==> src/rtl/queue_pkt_arbiter.sv <==
// queue_pkt_arbiter: packet-level round-robin N:1 arbiter feeding one AXI-stream packet queue,
// aborting stalled packets; define QARB_PKT_STATS_EN to add per-source packet/drop counters.
module queue_pkt_arbiter #(
  parameter int N_PORTS = 4,
  parameter int DW      = 8,
  parameter int MW      = 8,
  parameter int TIMEOUT = 16
) (
  input  logic                       aclk,
  input  logic                       aresetn,
  input  logic [N_PORTS-1:0]         s_axis_tvalid,
  input  logic [N_PORTS*DW-1:0]      s_axis_tdata,
  input  logic [N_PORTS-1:0]         s_axis_tlast,
  input  logic [N_PORTS*MW-1:0]      s_axis_tuser_mty,
  output logic [N_PORTS-1:0]         s_axis_tready,
  output logic                       m_axis_tvalid,
  output logic [DW-1:0]              m_axis_tdata,
  output logic                       m_axis_tlast,
  output logic [MW-1:0]              m_axis_tuser_mty,
  input  logic                       m_axis_tready,
  output logic                       drop_incmpt_pkt,
  output logic [$clog2(N_PORTS)-1:0] grant_id,
  output logic                       busy
`ifdef QARB_PKT_STATS_EN
  ,
  output logic [N_PORTS*32-1:0]      pkt_cnt,
  output logic [N_PORTS*16-1:0]      drop_cnt
`endif
);
  localparam int GW = $clog2(N_PORTS);
  localparam int CW = TIMEOUT > 1 ? $clog2(TIMEOUT) : 1;
  localparam logic [CW-1:0] TO_LAST = CW'(TIMEOUT > 0 ? TIMEOUT - 1 : 0);
  typedef enum logic {IDLE, STREAM} state_t;
  state_t             state_q, state_d;
  logic [GW-1:0]      grant_q, grant_d, cand;
  logic [N_PORTS-1:0] discard_q, discard_d, eligible;
  logic [CW-1:0]      idle_cnt_q, idle_cnt_d;
  logic               drop_q, drop_d, found;
  logic               g_valid, g_last, fwd_hs, timeout;
  assign eligible = s_axis_tvalid & ~discard_q;
  assign g_valid  = s_axis_tvalid[grant_q];
  assign g_last   = s_axis_tlast[grant_q];
  assign fwd_hs   = state_q == STREAM && g_valid && m_axis_tready;
  // the stall abort fires only while streaming with the granted source silent for TIMEOUT cycles
  assign timeout  = TIMEOUT != 0 && state_q == STREAM && !g_valid && idle_cnt_q == TO_LAST;
  // state register; reset mid-packet clears everything without a drop pulse
  always_ff @(posedge aclk or negedge aresetn) begin
    if (!aresetn) begin
      state_q    <= IDLE;
      grant_q    <= GW'(N_PORTS - 1);
      discard_q  <= '0;
      idle_cnt_q <= '0;
      drop_q     <= 1'b0;
    end else begin
      state_q    <= state_d;
      grant_q    <= grant_d;
      discard_q  <= discard_d;
      idle_cnt_q <= idle_cnt_d;
      drop_q     <= drop_d;
    end
  end
  // next state: round-robin pick in IDLE, packet end or stall abort in STREAM
  always_comb begin
    state_d    = state_q;
    grant_d    = grant_q;
    idle_cnt_d = idle_cnt_q;
    drop_d     = 1'b0;
    found      = 1'b0;
    cand       = '0;
    discard_d  = discard_q & ~(s_axis_tvalid & s_axis_tlast);
    if (state_q == IDLE) begin
      for (int k = 1; k <= N_PORTS; k++) begin
        cand = GW'((int'(grant_q) + k) % N_PORTS);
        if (!found && eligible[cand]) begin
          found   = 1'b1;
          grant_d = cand;
        end
      end
      state_d = found ? STREAM : IDLE;
    end else if (timeout) begin
      state_d            = IDLE;
      drop_d             = 1'b1;
      idle_cnt_d         = '0;
      discard_d[grant_q] = 1'b1;
    end else begin
      idle_cnt_d = (g_valid || TIMEOUT == 0) ? '0 : idle_cnt_q + 1'b1;
      state_d    = (fwd_hs && g_last) ? IDLE : STREAM;
    end
  end
  // outputs: pass-through from the granted source, discarding sources always ready
  always_comb begin
    busy             = state_q == STREAM;
    m_axis_tvalid    = busy && g_valid;
    m_axis_tdata     = s_axis_tdata[grant_q*DW +: DW];
    m_axis_tlast     = g_last;
    m_axis_tuser_mty = s_axis_tuser_mty[grant_q*MW +: MW];
    s_axis_tready    = discard_q;
    if (busy) s_axis_tready[grant_q] = m_axis_tready;
    drop_incmpt_pkt  = drop_q;
    grant_id         = grant_q;
  end
`ifdef QARB_PKT_STATS_EN
  logic [N_PORTS*32-1:0] pkt_cnt_q;
  logic [N_PORTS*16-1:0] drop_cnt_q;
  // per-source completed-packet and abort counters, free-running with wrap
  always_ff @(posedge aclk or negedge aresetn) begin
    if (!aresetn) begin
      pkt_cnt_q  <= '0;
      drop_cnt_q <= '0;
    end else begin
      if (fwd_hs && g_last) pkt_cnt_q[grant_q*32 +: 32] <= pkt_cnt_q[grant_q*32 +: 32] + 32'd1;
      if (drop_d) drop_cnt_q[grant_q*16 +: 16] <= drop_cnt_q[grant_q*16 +: 16] + 16'd1;
    end
  end
  assign pkt_cnt  = pkt_cnt_q;
  assign drop_cnt = drop_cnt_q;
`endif
endmodule
==> config.mk <==
export PLATFORM = sky130hd
export DESIGN_NAME = queue_pkt_arbiter
export DESIGN_NICKNAME = d
export VERILOG_FILES = /design/src/rtl/queue_pkt_arbiter.sv
export SDC_FILE = /design/constraint.sdc
export NUM_CORES = 1
export LEC_CHECK = 0
export ABC_AREA = 1
export BUFFER_PORTS_ARGS = -buffer_cell sky130_fd_sc_hd__buf_4
export CELL_PAD_IN_SITES_DETAIL_PLACEMENT = 1
export CELL_PAD_IN_SITES_GLOBAL_PLACEMENT = 2
export CORE_ASPECT_RATIO = 0.8
export CORE_UTILIZATION = 20
export DETAILED_ROUTE_END_ITERATION = 8
export GPL_TIMING_DRIVEN = 0
export PLACE_DENSITY_LB_ADDON = 0.3
export SETUP_SLACK_MARGIN = 0.4
export SLEW_MARGIN = 20
export SYNTH_ARGS = -nofsm -noshare
export SYNTH_HDL_FRONTEND = slang
export SYNTH_SLANG_ARGS = --single-unit
export TNS_END_PERCENT = 1
==> constraint.sdc <==
create_clock -name aclk -period 4.25 [get_ports aclk]
set_input_delay 0.425 -clock aclk [delete_from_list [all_inputs] [get_ports aclk]]
set_output_delay 0.425 -clock aclk [all_outputs]
set_load 0.005 [all_outputs]
# After elaboration in Yosys (flattened, before gate mapping)
# Index checks and enable logic that the tools add are counted.
[totals]
register_bits = 12
in_bits = 75
[classes]
n_mux = 38
eq_ne = 1
shifts = 2
order_cmp = 6
reduce_logical = 15
addsub = 5
bitwise = 7
[ops]
columns = ["cell", "n"]
rows = [
  ["$shiftx A32 B6 Y8", 2],
  ["$mux W1", 21],
  ["$mux W4", 5],
  ["$lt A2 B3 Y1 const B", 5],
  ["$and A4 B4 Y4", 3],
  ["$bmux W1 S2", 6],
  ["$logic_and A1 B1 Y1", 9],
  ["$mux W2", 4],
  ["$not A4 Y4", 2],
  ["$add A2 B1 Y2 const B", 2],
  ["$add A2 B2 Y2 const B", 2],
  ["$add A4 B1 Y4 const B", 1],
  ["$bwmux W4", 1],
  ["$eq A4 B4 Y1 const B", 1],
  ["$logic_not A1 Y1", 4],
  ["$or A4 B4 Y4", 1],
  ["$reduce_bool A4 Y1", 1],
  ["$demux W1 S2", 1],
  ["$ge A2 B1 Y1 const B", 1],
  ["$reduce_and A2 Y1", 1],
  ["$not A1 Y1", 1],
]

# Depth between registers and ports, before layout
[logic_depth]
word_depth = 20
depth_mapped = 12
depth_no_buf = 10

# Least setup slack after synthesis
# No wires, ideal clock.
[synth_timing]
kind = "register to register"
startpoint = "register grant_q[1] (netlist: grant_id[1])"
endpoint = "register grant_q[1] (netlist: grant_id[1])"
arrival_time_ps = 1919
required_time_ps = 4174
slack_ps = 2256
synth_period_minus_slack_ps = 1994
setup_time_ps = 76
n_path_buf = 2
path_stages_with_launch = 13
cell_sequence = "dfstp_2 -> inv_1 -> buf_2 -> clkbuf_1 -> ha_1 -> inv_1 -> nand3_1 -> nand2_2 -> nand3_2 -> nand2_2 -> nor2_1 -> nand2_1 -> nand2_1"
[synth_between]
elab_chain_len = 17
elab_cells_between_ends = 30
cone_classes = "4 x add/sub; 18 x mux; 8 x reduce/logical"
[synth_rtl]
columns = ["element", "line", "rtl"]
rows = [
  ["start, declared", "35", "logic [GW-1:0] grant_q, grant_d, cand;"],
  ["start signal, assigned", "50", "grant_q <= GW'(N_PORTS - 1);"],
  ["start signal, assigned", "56", "grant_q <= grant_d;"],
  ["$add A2 B1 Y2", "73", "cand = GW'((int'(grant_q) + k) % N_PORTS);"],
  ["$bmux W1 S2", "74", "if (!found && eligible[cand]) begin"],
  ["$mux W1 (implied by the code)", "74", ""],
  ["$mux W1", "74", ""],
  ["$mux W1", "71", "if (state_q == IDLE) begin"],
  ["$logic_not A1 Y1", "74", ""],
  ["$logic_and A1 B1 Y1", "74", ""],
  ["$mux W1", "74", ""],
  ["$mux W1", "71", ""],
  ["$logic_not A1 Y1", "74", ""],
  ["$logic_and A1 B1 Y1", "74", ""],
  ["$mux W1", "74", ""],
  ["$mux W1", "71", ""],
  ["$logic_not A1 Y1", "74", ""],
  ["$logic_and A1 B1 Y1", "74", ""],
  ["$reduce_bool A4 Y1 (no source line)", "n/a", ""],
  ["$reduce_and A2 Y1 (no source line)", "n/a", ""],
]
# Parallel ways exist; a longest one is shown, timed or not. The select of a mux whose other input is x is not followed.
# A chain may end at the register's enable or synchronous reset.

# Final worst setup path
[layout_timing]
startpoint = "register grant_q[1] (netlist: grant_id[1])"
endpoint = "output s_axis_tready[1]"
[layout_between]
elab_chain_len = 6
elab_cells_between_ends = 7
cone_classes = "2 x order compare; 4 x mux; 1 x reduce/logical"
[layout_rtl]
columns = ["element", "line", "rtl"]
rows = [
  ["$lt A2 B3 Y1 (implied by the code) or $ge A2 B1 Y1 (tied branches)", "98", "if (busy) s_axis_tready[grant_q] = m_axis_tready;"],
  ["$logic_and A1 B1 Y1 (implied by the code)", "98", ""],
  ["$mux W1 (implied by the code)", "98", ""],
  ["$demux W1 S2 (*)", "98", ""],
  ["$bwmux W4 (*)", "98", ""],
  ["$mux W4 (*)", "98", ""],
  ["end, declared", "15", "output logic [N_PORTS-1:0] s_axis_tready,"],
]
# Every way passes the cells marked *; elsewhere a longest branch is shown, timed or not.

==> impl_metrics.yaml <==
sta:
  maxSlewHeadroom: 0.649
  worst_pin_slew_ns: 0.527
  period_share: 0.615
  hold_viol: 0
  fin_ws_ns: 1.64
  setup_violations: 0
  tns_ns: 0
  fmax_mhz: 383
  finClkSkew_ns: 0.00474
  finalCriticalPeriod_ns: 2.61
  maxSlewViolCount: 0
  rsz0062_at_grt: "no"
clock_tree:
  cts_hold_buf: 0
  post_cts_buffers: 0
  numCtsBuffers: 3
  clockBufferDepth: 2
  clock-sinks: 12
  path_clk_slew_ns: 0.06
  tritoncts: "yes"
  cts_resized: 0
  cts-root-buf: "clkbuf_8"
  clk_latency_ns: 0.24
  htreeDepth: 1
logic_synthesis:
  yosys_register_bits: 12
  synthesis.area_mm2: 0.00137
  yosys.cell_types.count: 25
  synth_fp_nets: 304
  synthFlopType: "dfrtp_1"
  synthArstFlopShare: 1.00
  synth_largest_area_cell: "dfrtp_1"
  synth-edff-count: 0
  synthCells: 224
  yosysTopAreaCellShare: 0.183
  netlist_top_cells_count: "nand2_1, o21ai_0, nor2_1"
  syn_area_per_cell_um2: 6.11
  synth_seq_area_share: 0.221
  yosys_warnings: 0
  yosys-top-cells-area: "dfrtp_1, o21ai_0, nand2_1, nor2_1, nand3_1"
  synth.most_common_cell: "nand2_1"
worst_setup_path:
  arrival_ns: 2.19
  r2r_start: "grant_id[1]"
  rrSetupSlack_ns: 1.80
  path_max_fanout: 11
  reg2regPathDepth: 11
  worst_r2r_endpoint: "grant_id[0]"
  crit_path_start_kind: "flip-flop"
  crit_path_end_kind: "primary output"
  cp-startpoint: "grant_id[1]"
  path_class: "flip-flop to primary output"
  worstPathRequired_ns: 3.83
power:
  p_per_area_mw_per_mm2: 590
  p_leak_nw: 1.19
  ir_drop_mv: 0.157
hold_path:
  hold_class: "input pin to asynchronous set/reset pin"
die:
  coreArea_mm2: 0.00651
  die_area_mm2: 0.00718
  die_w_um: 94.5
  rows: 26
  io_pins: 101
  initial_core_util: 0.210
  die_y_um: 76.0
routing:
  vias_per_cell: 4.59
  vias: 1891
  routed_wl_um: 5920
  drc: 0
  drt_first_iter_violations: 57
  wire_per_inst_um: 14.4
  detail-route-antenna-nets: 0
  drt_pass1_iterations: 4
final_layout:
  layout-drive-gt1-share: 0.396
  antennaDiodeCount: 0
  fin_nets: 409
  areaGrowthSynthToFinish_pct: 66.5
flow_run:
  maxCapViolCount: 0
placement:
  hpwl_um: 4810
  gp_congestion: 0.756
  portBuffers: 100
  pre_cts_slack_ns: 1.81
global_routing:
  grt_pass1_vias: 1871
  grt_max_degree: 13
  grt_pass1_wl_um: 9450
  antenna_found_initial: 0
  track_usage: 0.166
  overflow: 0
run_status:
  status: "complete, no violations"
[through the flow]
step / total power, mW / hold slack [ns] / cell area [µm²] / utilization / std cells
finish: 1.35 / 0.0108 / 2280 / 0.350 / 412
global route: 1.49 / 0.0125 / 2280 / 0.350 / 412
CTS: 1.36 / 0.00970 / 2280 / 0.350 / 412
detailed placement: 1.23 / 0.275 / 2220 / 0.342 / 408
global placement: 1.22 / 0.274 / 2220 / 0.342 / 408
floorplan: 0.772 / 0.129 / 1370 / - / 224
[flip-flops by register name, summed over array words and instances (netlist names)]
register / cells
idle_cnt_q: 4
grant_id: 2
busy: 1
discard_q: 4
drop_incmpt_pkt: 1
[final cells by class]
class	instances	area, µm²
Fill cell	870	4230
Multi-Input combinational cell	184	943
Timing Repair Buffer	100	751
Sequential cell	12	303
Tap cell	84	105
Buffer	12	62.6
Inverter	16	60.1
Clock buffer	4	55.1
[worst max-delay path, stage by stage (launching register included)]
cell and delay (ns):
dfstp_2 0.42, inv_1 0.13, buf_2 0.26, clkbuf_1 0.44, ha_1 0.28, nand2_1 0.08, o21ai_0 0.16, inv_1 0.05
buf_4 0.13
[routing by layer]
metal / global-route usage / part of all wire / wire [µm]
met1: 0.228 / 0.47 / 2760
met2: 0.281 / 0.48 / 2870
met3: 0.0240 / 0.045 / 268
met4: 0.0182 / 0.0039 / 23
met5: 0 / 0 / 0
[worst max-delay path by stage]
stage	endpoint	slack [ns]	cells past startpoint
floorplan	grant_id[1]	2.26	12
global placement	grant_id[0]	1.82	11
detailed placement	grant_id[0]	1.81	11
CTS	s_axis_tready[1]	1.62	8
global route	s_axis_tready[1]	1.49	8
finish	s_axis_tready[1]	1.64	8
[cell usage in the layout (no fill, tap or decap), drive strengths merged, types with 2 or more instances in the layout]
cell type / Yosys / layout
clkbuf: 5 / 9
a21oi: 4 / 4
nor2: 38 / 38
a31o: 4 / 4
nand3: 27 / 27
o21ai: 42 / 42
o22ai: 17 / 17
dfrtp: 10 / 10
inv: 15 / 15
ha: 5 / 5
buf: 7 / 107
dfstp: 2 / 2
nand2: 45 / 45
[kinds of logic (layout without fill, tap and decap cells)]
kind of cell             after synthesis  in the layout  share of synthesized area
AND/OR/NAND/NOR                      110            110                      0.359
AO/OA/AOI/OAI                         67             67                      0.271
buffers and inverters                 28            132                     0.0896
flip-flops                            12             12                      0.221
adder cells (fa/ha/maj)                5              5                     0.0457
XOR/XNOR                               2              2                     0.0128
[report_power, final]
part           internal (mW)  switching, mW  leakage (nW)
Combinational          0.448          0.583          1.01
Sequential             0.146         0.0417         0.154
Clock                 0.0819         0.0442        0.0288
Total                  0.677          0.669          1.19
Note: power is estimated with default switching activity, not from simulation.
